### src/rtl/host_bus_master_if.sv
// Command, write-data, response and host-bus signals of host_bus_master.
// The master modport is the initiator's view; slave is the environment side.
interface host_bus_master_if #(
    parameter int unsigned ADDR_W = 4,
    parameter int unsigned DATA_W = 8,
    parameter int unsigned LEN_W  = 4
);
    // command port
    logic              cmd_valid_i;
    logic              cmd_ready_o;
    logic              cmd_wr_i;
    logic [ADDR_W-1:0] cmd_addr_i;
    logic [LEN_W-1:0]  cmd_len_i;
    // write data stream
    logic              wdata_valid_i;
    logic              wdata_ready_o;
    logic [DATA_W-1:0] wdata_i;
    // read response stream
    logic              rsp_valid_o;
    logic              rsp_ready_i;
    logic [DATA_W-1:0] rsp_data_o;
    logic              rsp_last_o;
    // host select/write bus
    logic              host_sel_o;
    logic              host_wr_o;
    logic [ADDR_W-1:0] host_addr_o;
    logic [DATA_W-1:0] host_wdata_o;
    logic [DATA_W-1:0] host_rdata_i;

    modport master (
        input  cmd_valid_i, cmd_wr_i, cmd_addr_i, cmd_len_i,
        input  wdata_valid_i, wdata_i, rsp_ready_i, host_rdata_i,
        output cmd_ready_o, wdata_ready_o, rsp_valid_o, rsp_data_o, rsp_last_o,
        output host_sel_o, host_wr_o, host_addr_o, host_wdata_o
    );

    modport slave (
        output cmd_valid_i, cmd_wr_i, cmd_addr_i, cmd_len_i,
        output wdata_valid_i, wdata_i, rsp_ready_i, host_rdata_i,
        input  cmd_ready_o, wdata_ready_o, rsp_valid_o, rsp_data_o, rsp_last_o,
        input  host_sel_o, host_wr_o, host_addr_o, host_wdata_o
    );
endinterface

### src/rtl/host_bus_master.sv
// Burst initiator for the select/write host bus: takes burst commands, issues
// one host access per cycle with wrapping addresses, and buffers read data in
// a small response FIFO with valid/ready backpressure.
module host_bus_master #(
    parameter int unsigned ADDR_W    = 4,
    parameter int unsigned DATA_W    = 8,
    parameter int unsigned LEN_W     = 4,
    parameter int unsigned RSP_DEPTH = 4
) (
    input  logic                host_clk_i,
    input  logic                reset_n_i,
    host_bus_master_if.master   bus,
    output logic                done_o,
    output logic                busy_o
);

    localparam int unsigned PTR_W = (RSP_DEPTH > 1) ? $clog2(RSP_DEPTH) : 1;
    localparam int unsigned CNT_W = PTR_W + 1;
    localparam int unsigned ENT_W = DATA_W + 1;

    localparam logic [1:0] ST_IDLE  = 2'd0;
    localparam logic [1:0] ST_WRITE = 2'd1;
    localparam logic [1:0] ST_READ  = 2'd2;

    logic [1:0]        state_q, state_d;
    logic [ADDR_W-1:0] addr_q, addr_d;
    logic [LEN_W-1:0]  remain_q, remain_d;
    logic              done_q, done_d;

    logic [ENT_W-1:0]  fifo_q [RSP_DEPTH];
    logic [PTR_W-1:0]  wr_ptr_q, wr_ptr_d;
    logic [PTR_W-1:0]  rd_ptr_q, rd_ptr_d;
    logic [CNT_W-1:0]  cnt_q, cnt_d;

    logic              cmd_ready_c;
    logic              wdata_ready_c;
    logic              sel_c;
    logic              wr_c;
    logic [ADDR_W-1:0] haddr_c;
    logic [DATA_W-1:0] hwdata_c;
    logic              push_c;
    logic              push_last_c;
    logic              pop_c;
    logic              fifo_full_c;
    logic              fifo_empty_c;
    logic [ENT_W-1:0]  head_c;

    // FIFO occupancy flags; a pop in the same cycle never frees space for a push
    always_comb begin
        fifo_full_c  = (cnt_q == CNT_W'(RSP_DEPTH));
        fifo_empty_c = (cnt_q == '0);
        pop_c        = !fifo_empty_c && bus.rsp_ready_i;
        head_c       = fifo_q[rd_ptr_q];
    end

    // Next-state and host-bus decode; host outputs are combinational for zero latency
    always_comb begin
        state_d       = state_q;
        addr_d        = addr_q;
        remain_d      = remain_q;
        done_d        = 1'b0;
        cmd_ready_c   = 1'b0;
        wdata_ready_c = 1'b0;
        sel_c         = 1'b0;
        wr_c          = 1'b0;
        haddr_c       = '0;
        hwdata_c      = '0;
        push_c        = 1'b0;
        push_last_c   = 1'b0;

        case (state_q)
            ST_IDLE: begin
                cmd_ready_c = 1'b1;
                if (bus.cmd_valid_i) begin
                    addr_d   = bus.cmd_addr_i;
                    remain_d = bus.cmd_len_i;
                    state_d  = bus.cmd_wr_i ? ST_WRITE : ST_READ;
                end
            end
            ST_WRITE: begin
                wdata_ready_c = 1'b1;
                wr_c          = 1'b1;
                haddr_c       = addr_q;
                if (bus.wdata_valid_i) begin
                    sel_c    = 1'b1;
                    hwdata_c = bus.wdata_i;
                    addr_d   = addr_q + ADDR_W'(1);
                    remain_d = remain_q - LEN_W'(1);
                    if (remain_q == '0) begin
                        state_d = ST_IDLE;
                        done_d  = 1'b1;
                    end
                end
            end
            ST_READ: begin
                haddr_c = addr_q;
                if (!fifo_full_c) begin
                    sel_c       = 1'b1;
                    push_c      = 1'b1;
                    push_last_c = (remain_q == '0);
                    addr_d      = addr_q + ADDR_W'(1);
                    remain_d    = remain_q - LEN_W'(1);
                    if (remain_q == '0) begin
                        state_d = ST_IDLE;
                        done_d  = 1'b1;
                    end
                end
            end
            default: begin
                state_d = ST_IDLE;
            end
        endcase
    end

    // FIFO pointer and count update; simultaneous push and pop keeps the count
    always_comb begin
        wr_ptr_d = wr_ptr_q;
        rd_ptr_d = rd_ptr_q;
        cnt_d    = cnt_q;
        if (push_c) begin
            wr_ptr_d = wr_ptr_q + PTR_W'(1);
        end
        if (pop_c) begin
            rd_ptr_d = rd_ptr_q + PTR_W'(1);
        end
        case ({push_c, pop_c})
            2'b10:   cnt_d = cnt_q + CNT_W'(1);
            2'b01:   cnt_d = cnt_q - CNT_W'(1);
            default: cnt_d = cnt_q;
        endcase
    end

    // FSM, address, beat counter and done pulse registers
    always_ff @(posedge host_clk_i or negedge reset_n_i) begin
        if (!reset_n_i) begin
            state_q  <= ST_IDLE;
            addr_q   <= '0;
            remain_q <= '0;
            done_q   <= 1'b0;
        end else begin
            state_q  <= state_d;
            addr_q   <= addr_d;
            remain_q <= remain_d;
            done_q   <= done_d;
        end
    end

    // Response FIFO storage and pointers; reset discards buffered read data
    always_ff @(posedge host_clk_i or negedge reset_n_i) begin
        if (!reset_n_i) begin
            wr_ptr_q <= '0;
            rd_ptr_q <= '0;
            cnt_q    <= '0;
            for (int i = 0; i < int'(RSP_DEPTH); i++) begin
                fifo_q[i] <= '0;
            end
        end else begin
            wr_ptr_q <= wr_ptr_d;
            rd_ptr_q <= rd_ptr_d;
            cnt_q    <= cnt_d;
            if (push_c) begin
                fifo_q[wr_ptr_q] <= {push_last_c, bus.host_rdata_i};
            end
        end
    end

    assign bus.cmd_ready_o   = cmd_ready_c;
    assign bus.wdata_ready_o = wdata_ready_c;
    assign bus.host_sel_o    = sel_c;
    assign bus.host_wr_o     = wr_c;
    assign bus.host_addr_o   = haddr_c;
    assign bus.host_wdata_o  = hwdata_c;
    assign bus.rsp_valid_o   = !fifo_empty_c;
    assign bus.rsp_data_o    = fifo_empty_c ? '0 : head_c[DATA_W-1:0];
    assign bus.rsp_last_o    = !fifo_empty_c && head_c[DATA_W];
    assign done_o            = done_q;
    assign busy_o            = (state_q != ST_IDLE);

endmodule

### src/flat_wrapper.sv
// flat-port wrapper written by rule: the top's interface ports become plain ports
module host_bus_master_flat 
#(
    parameter int unsigned ADDR_W    = 4,
    parameter int unsigned DATA_W    = 8,
    parameter int unsigned LEN_W     = 4,
    parameter int unsigned RSP_DEPTH = 4
)
  (host_clk_i, reset_n_i, done_o, busy_o, bus_cmd_valid_i, bus_cmd_wr_i, bus_cmd_addr_i, bus_cmd_len_i, bus_wdata_valid_i, bus_wdata_i, bus_rsp_ready_i, bus_host_rdata_i, bus_cmd_ready_o, bus_wdata_ready_o, bus_rsp_valid_o, bus_rsp_data_o, bus_rsp_last_o, bus_host_sel_o, bus_host_wr_o, bus_host_addr_o, bus_host_wdata_o);
  host_bus_master_if #(.ADDR_W(ADDR_W), .DATA_W(DATA_W), .LEN_W(LEN_W)) bus_i ();
  input  logic host_clk_i;
  input  logic reset_n_i;
  output logic done_o;
  output logic busy_o;
  input wire logic [$bits(bus_i.cmd_valid_i)-1:0] bus_cmd_valid_i;
  input wire logic [$bits(bus_i.cmd_wr_i)-1:0] bus_cmd_wr_i;
  input wire logic [$bits(bus_i.cmd_addr_i)-1:0] bus_cmd_addr_i;
  input wire logic [$bits(bus_i.cmd_len_i)-1:0] bus_cmd_len_i;
  input wire logic [$bits(bus_i.wdata_valid_i)-1:0] bus_wdata_valid_i;
  input wire logic [$bits(bus_i.wdata_i)-1:0] bus_wdata_i;
  input wire logic [$bits(bus_i.rsp_ready_i)-1:0] bus_rsp_ready_i;
  input wire logic [$bits(bus_i.host_rdata_i)-1:0] bus_host_rdata_i;
  output wire logic [$bits(bus_i.cmd_ready_o)-1:0] bus_cmd_ready_o;
  output wire logic [$bits(bus_i.wdata_ready_o)-1:0] bus_wdata_ready_o;
  output wire logic [$bits(bus_i.rsp_valid_o)-1:0] bus_rsp_valid_o;
  output wire logic [$bits(bus_i.rsp_data_o)-1:0] bus_rsp_data_o;
  output wire logic [$bits(bus_i.rsp_last_o)-1:0] bus_rsp_last_o;
  output wire logic [$bits(bus_i.host_sel_o)-1:0] bus_host_sel_o;
  output wire logic [$bits(bus_i.host_wr_o)-1:0] bus_host_wr_o;
  output wire logic [$bits(bus_i.host_addr_o)-1:0] bus_host_addr_o;
  output wire logic [$bits(bus_i.host_wdata_o)-1:0] bus_host_wdata_o;
  assign bus_i.cmd_valid_i = bus_cmd_valid_i;
  assign bus_i.cmd_wr_i = bus_cmd_wr_i;
  assign bus_i.cmd_addr_i = bus_cmd_addr_i;
  assign bus_i.cmd_len_i = bus_cmd_len_i;
  assign bus_i.wdata_valid_i = bus_wdata_valid_i;
  assign bus_i.wdata_i = bus_wdata_i;
  assign bus_i.rsp_ready_i = bus_rsp_ready_i;
  assign bus_i.host_rdata_i = bus_host_rdata_i;
  assign bus_cmd_ready_o = bus_i.cmd_ready_o;
  assign bus_wdata_ready_o = bus_i.wdata_ready_o;
  assign bus_rsp_valid_o = bus_i.rsp_valid_o;
  assign bus_rsp_data_o = bus_i.rsp_data_o;
  assign bus_rsp_last_o = bus_i.rsp_last_o;
  assign bus_host_sel_o = bus_i.host_sel_o;
  assign bus_host_wr_o = bus_i.host_wr_o;
  assign bus_host_addr_o = bus_i.host_addr_o;
  assign bus_host_wdata_o = bus_i.host_wdata_o;
  host_bus_master #(.ADDR_W(ADDR_W), .DATA_W(DATA_W), .LEN_W(LEN_W), .RSP_DEPTH(RSP_DEPTH)) u_core (.host_clk_i(host_clk_i), .reset_n_i(reset_n_i), .bus(bus_i), .done_o(done_o), .busy_o(busy_o));
endmodule
### config.mk
export PLATFORM = sky130hd
export DESIGN_NAME = host_bus_master_flat
export DESIGN_NICKNAME = d
export VERILOG_FILES = /design/src/rtl/host_bus_master_if.sv /design/src/rtl/host_bus_master.sv /design/src/flat_wrapper.sv
export SDC_FILE = /design/constraint.sdc
export NUM_CORES = 1
export LEC_CHECK = 0
export BUFFER_PORTS_ARGS = -buffer_cell sky130_fd_sc_hd__buf_2
export CORE_MARGIN = 2
export CORE_UTILIZATION = 30
export CTS_BUF_LIST = sky130_fd_sc_hd__clkbuf_16
export CTS_CLUSTER_SIZE = 30
export DETAILED_ROUTE_END_ITERATION = 8
export PLACE_DENSITY = 0.47
export SYNTH_ARGS = -nofsm -noshare
export SYNTH_HDL_FRONTEND = slang
export SYNTH_SLANG_ARGS = --single-unit
### constraint.sdc
create_clock -name host_clk_i -period 2.4 [get_ports host_clk_i]
set_input_delay 0.48 -clock host_clk_i [delete_from_list [all_inputs] [get_ports host_clk_i]]
set_output_delay 0.48 -clock host_clk_i [all_outputs]
set_load 0.02 [all_outputs]
**Word level (Yosys, flattened, before mapping)**

Index checks and enable logic that the tools add are counted.

- Equal/unequal tests: 8
- Add/subtract/negate cells: 6
- Order comparisons: 3
- Bitwise operators: 2
- Reduce and logical (&&, ||, !) cells: 13
- Mux-type cells: 37

Operators by type and width:

| kind | number |
|---|---|
| bitwise mux 36 bit | 1 |
| 2-to-1 mux 4 bit | 7 |
| 2-to-1 mux 9 bit | 3 |
| 2-to-1 mux 8 bit | 3 |
| one-hot mux 4 bit (3 select lines) | 2 |
| binary-select mux 9 bit (select 2 bit) | 1 |
| demux 9 bit (select 2 bit) | 1 |
| 2-to-1 mux 1 bit | 10 |
| 2-to-1 mux 2 bit | 5 |
| greater-or-equal comparator 3 bit (second input constant) | 2 |
| inequality test 2 bit (second input constant) | 3 |
| inverter 2 -> 3 bit | 2 |
| one-hot mux 2 bit (3 select lines) | 1 |
| one-hot mux 3 bit (2 select lines) | 1 |
| adder 2 x 1 -> 2 bit (second input constant) | 2 |
| adder 4 x 1 -> 4 bit (second input constant) | 1 |
| equality test 2 x 1 -> 1 bit (second input constant) | 2 |
| equality test 2 bit (second input constant) | 2 |
| logical NOT 4 bit | 1 |
| one-hot mux 1 bit (2 select lines) | 2 |
| AND reduction 4 bit | 1 |
| nonzero test 2 bit | 2 |
| subtractor 4 x 1 -> 4 bit (second input constant) | 1 |
| adder 3 x 1 -> 3 bit (second input constant) | 1 |
| other kinds (10) | 12 |

- Output and inout bits: 28
- Register bits after elaboration: 54
- Word-level logic and storage cells: 80
- Bits of input ports: 30

**Logic depth before layout (Yosys ltp)**

- Word-level depth: 6
- Depth in mapped cells: 11
- Gate-level depth less buffers: 10

**Worst setup path after synthesis**

No wires, ideal clock.

- Path type: flip-flop to flip-flop
- Start: reg u_core.state_q[0]
- End: reg u_core.cnt_q[2]
- Slack: 0.260 ns
- Cell stages (with the launch flop): 12
- Buffers on the path: 1
- Setup time: 0.079 ns
- Period minus slack after synthesis: 2.140 ns
- Required time: 2.321 ns
- Data arrival time: 2.061 ns
- Path through: dfrtp_1 -> inv_1 -> ha_1 -> nor2b_1 -> buf_2 -> inv_1 -> ha_1 -> inv_1 -> fa_1 -> xor2_1 -> nor2_1 -> xor2_1

- Longest elaborated chain between the ends: 4
- Elaborated cells between the ends (all ways): 6
- Those cells by class: eq/ne: 3; mux: 2; reduce/logical: 1

RTL lines:

| element | line | RTL |
|---|---|---|
| start: declaration | host_bus_master.sv:25 | `logic [1:0] state_q, state_d;` |
| start signal: assignment | host_bus_master.sv:141 | `state_q <= state_d;` |
| equality test 2 bit * | host_bus_master.sv:71 | `case (state_q)` |
| 2-to-1 mux 1 bit * | host_bus_master.sv:71 |  |
| equality test 2 x 1 -> 1 bit / equality test 2 bit (equally long branches) | host_bus_master.sv:126 | `case ({push_c, pop_c})` |
| one-hot mux 3 bit (2 select lines) / nonzero test 2 bit (equally long branches) | n/a |  |
| end signal: assignment | host_bus_master.sv:160 | `cnt_q <= cnt_d;` |
| end: declaration | host_bus_master.sv:33 | `logic [CNT_W-1:0] cnt_q, cnt_d;` |

Mark *: on every way between the ends. The rest lies on a longest branch, timed or not.
A chain may end at the register's enable or synchronous reset.

**Final worst setup path**

- Start: reg u_core.cnt_q[1]
- End: out bus_host_sel_o

- Longest elaborated chain between the ends: 3

RTL lines:

| element | line | RTL |
|---|---|---|
| equality test 3 bit | host_bus_master.sv:50 | `fifo_full_c = (cnt_q == CNT_W'(RSP_DEPTH));` |
| 2-to-1 mux 1 bit | host_bus_master.sv:97 | `if (!fifo_full_c) begin` |
| one-hot mux 1 bit (2 select lines) | host_bus_master.sv:71 |  |
| end: declaration | flat_wrapper.sv:28 | `output wire logic [$bits(bus_i.host_sel_o)-1:0] bus_host_sel_o;` |

No other way between the ends.

==> impl_metrics.toml <==
[outcome]
status = "completed"

[critical_path]
critPathMaxFanout = 8
crit_slowest_cell = "dfrtp_1"
regToRegSetupSlack_ns = 0.28
start_kind = "flop"
crit_chain = "nor3b_2, nor2b_1, buf_4, a21oi_1, nor2_1, buf_2"
worstReg2RegStart = "u_core.cnt_q[1]"
slowest_delay_ns = 0.41
r2r-end = "u_core.cnt_q[2]"
cp-end-kind = "output port"
cp.required_ns = 1.92
r2r_cells = 9
path_class = "reg -> out"
crit_arrival_ns = 1.76

[die]
die-area_um2 = 10100
rows = 35
core_um2 = 9110
die_y_um = 100
start_util_pct = 30.6
ios = 58
chipWidth_um = 100

[route]
drt_pass1_iterations = 4
viasPerCell = 4.66
via_count = 1826
drc = 0
top_layer = "met4"
met3_length_um = 271
routed-wl-met2_mm = 2.55
wl_mm = 5.60
routedLengthMet1_mm = 2.73
wl_per_cell_um = 14.3
drtAntennaViolNets = 0
drt_iter0_markers = 22

[timing]
maxSlewHeadroom_pct = 57.5
rsz0062_at_grt = "false"
max_freq_mhz = 446
drv_slew = 0
finalHoldViolCount = 0
fin_skew_ns = 0.00902
worstMarginPinSlew_ns = 0.637
fin_crit_sh_pct = 93.5
setup_viol = 0
final.setup.tns_ns = 0
whs_ns = 0.199
period_needed_ns = 2.24

[logic_synthesis]
synth_area_leaders = "dfrtp_1 49%, mux2_2 16%, mux4_2 7.3%"
avgSynthCellArea_um2 = 13.0
synthesis.area_um2 = 2790
synth.distinct_cells = 35
yosysTopAreaCell = "dfrtp_1"
yosys_warnings = 0
synth_nets = 257
syn_inst = 215
synth_seq_cells = 54
netlist.area_leader.share_pct = 48.5
synth-seq-area-share_pct = 48.5

[cts]
hold_buffers = 0
cts_root_buf = "clkbuf_16"
worstSkewPairLatency_ns = 0.29
cts_buffers = 5
post_cts_buffers = 0
cts.sinks = 54
h-tree-depth = 2
post_cts_resized = 0
cts_tree = "done"
clkSlewWorstSetupHoldPaths_ns = 0.07
cts_buffer_depth = 2

[power]
power_frac_clock_pct = 16.5
swShare_pct = 37.6
power_density_nw_per_um2 = 1480
pwr-share-comb_pct = 50.7
power_frac_seq_pct = 32.8
p_switching_w = 0.00190
irDropWorstVdd_mv = 0.523
p_leak_nw = 1.62
internal_power_w = 0.00316

[min_path]
hold_path_class = "in -> async"

[placement]
gp_congestion = 0.688
hpwlAfterDp_mm = 3.94
portBuffers = 57
dp_cells = 384

[layout]
multi_input_area_um2 = 1340
num-fill-cells = 921
syn2layout_area_growth_pct = 22.5
n_antenna_cell = 0
regArea_um2 = 1350
nets = 322
layout-drive-gt1-share_pct = 46.3
final_cells = 392
fin_util_pct = 37.5

[global_routing]
grt_max_degree = 30
first_global_vias = 1897
grt_overflow = 0
grt_pass1_wl_mm = 9.45
grt_antenna_before_repair = 0
grt.total_usage_pct = 12.1

[job]
maxCapViolCount = 0
power by group through the flow:
stage	Combinational [W]	Clock (W)	Sequential, W
2_1_floorplan	0.00204	0	0.00157
3_3_place_gp	0.00258	0	0.00167
3_5_place_dp	0.00260	0	0.00168
4_1_cts	0.00261	0.000863	0.00167
5_1_grt	0.00284	0.000898	0.00173
6_report	0.00256	0.000834	0.00166
state kept, by name, summed over array words and instances, names as in the netlist:
name	cells
u_core.remain_q	4
u_core.addr_q	4
u_core.wr_ptr_q	2
u_core.state_q	2
u_core.rd_ptr_q	2
u_core.cnt_q	3
u_core.done_o	1
u_core.fifo_q	36
kinds of logic after synthesis:
logic type               after synthesis  share of synthesized area, %
AO/OA/AOI/OAI                         15                          4.22
XOR/XNOR                               8                          2.52
adder cells (fa/ha/maj)               12                          5.66
buffers and inverters                 21                          3.32
flip-flops                            54                          48.5
multiplexers                          54                          25.2
AND/OR/NAND/NOR                       51                          10.6
worst max-delay path: cells and delay by family, from the launching register on:
kind / cells / cell delay [ns]
flops: 1 / 0.41
compound gates: 1 / 0.19
buf+inv: 2 / 0.35
simple gates: 3 / 0.53
cell usage in the layout, fill, tap and decap left out, types with 2 or more instances in the layout:
cell type,instances
a21oi_1,5
mux4_2,9
dfrtp_1,54
buf_4,7
nand2_1,5
nor2b_1,3
mux2i_1,6
ha_1,10
xor2_1,4
nor3b_2,2
clkinv_1,2
nor2_1,10
nand2_2,4
and3_1,8
inv_1,13
mux2_2,39
and2_1,13
xnor2_1,4
clkbuf_16,5
o21ai_0,4
buf_2,57
Yosys cell counts:
master	n
mux2i_1	6
nand3b_1	1
and2_1	13
xor2_1	4
a21oi_1	5
buf_2	2
clkinv_1	1
clkbuf_1	3
nand3_1	1
mux4_2	9
a2111oi_2	1
o21ai_0	4
or3_1	1
inv_1	13
fa_1	1
dfrtp_1	54
nor3b_2	2
and3_1	8
o21ai_2	1
nand2_2	4
xnor2_1	4
nand2b_1	1
ha_1	11
a2111oi_4	1
o211ai_1	1
nor2b_1	3
nor3b_1	1
nor3_1	1
nor2_1	10
buf_4	1
a22o_1	1
o21ai_1	1
nand2_1	5
buf_6	1
mux2_2	39
worst max path at each step:
stage / slack (ns) / endpoint / start
after floorplan: 0.26 / u_core.cnt_q[2] / u_core.state_q[0]
after global placement: 0.35 / u_core.cnt_q[2] / u_core.cnt_q[1]
after detailed placement: 0.28 / u_core.cnt_q[2] / u_core.state_q[0]
after CTS: 0.12 / bus_host_sel_o / u_core.state_q[0]
after global routing: 0.02 / bus_host_sel_o / u_core.state_q[0]
final: 0.16 / bus_host_sel_o / u_core.cnt_q[1]
layer usage:
layer / up-vias / global-route usage, %
li1: 876 / -
met1: 888 / 16.3
met2: 55 / 20.0
met3: 7 / 2.58
met4: 0 / 2.85
met5: - / 0
area by class of cell:
cell class                 instances  share of cell area (%)
sequential                        54                    39.6
multi-input combinational        140                    39.4
timing repair buffer              65                    10.5
tap                              111                    4.07
clock buffer                       5                    3.67
inverter                          14                    1.54
clock inverter                     3                    1.25
through the flow:
| stage | area (um2) | total power [W] | setup slack (ns) |
|---|---|---|---|
| after detailed placement | 3240 | 0.00429 | 0.276 |
| after global routing | 3410 | 0.00546 | 0.0155 |
| after floorplan | 2790 | 0.00360 | 0.260 |
| after global placement | 3240 | 0.00425 | 0.348 |
| final | 3410 | 0.00506 | 0.156 |
| after CTS | 3410 | 0.00514 | 0.116 |
No activity file was read; power rests on OpenSTA's default activity.
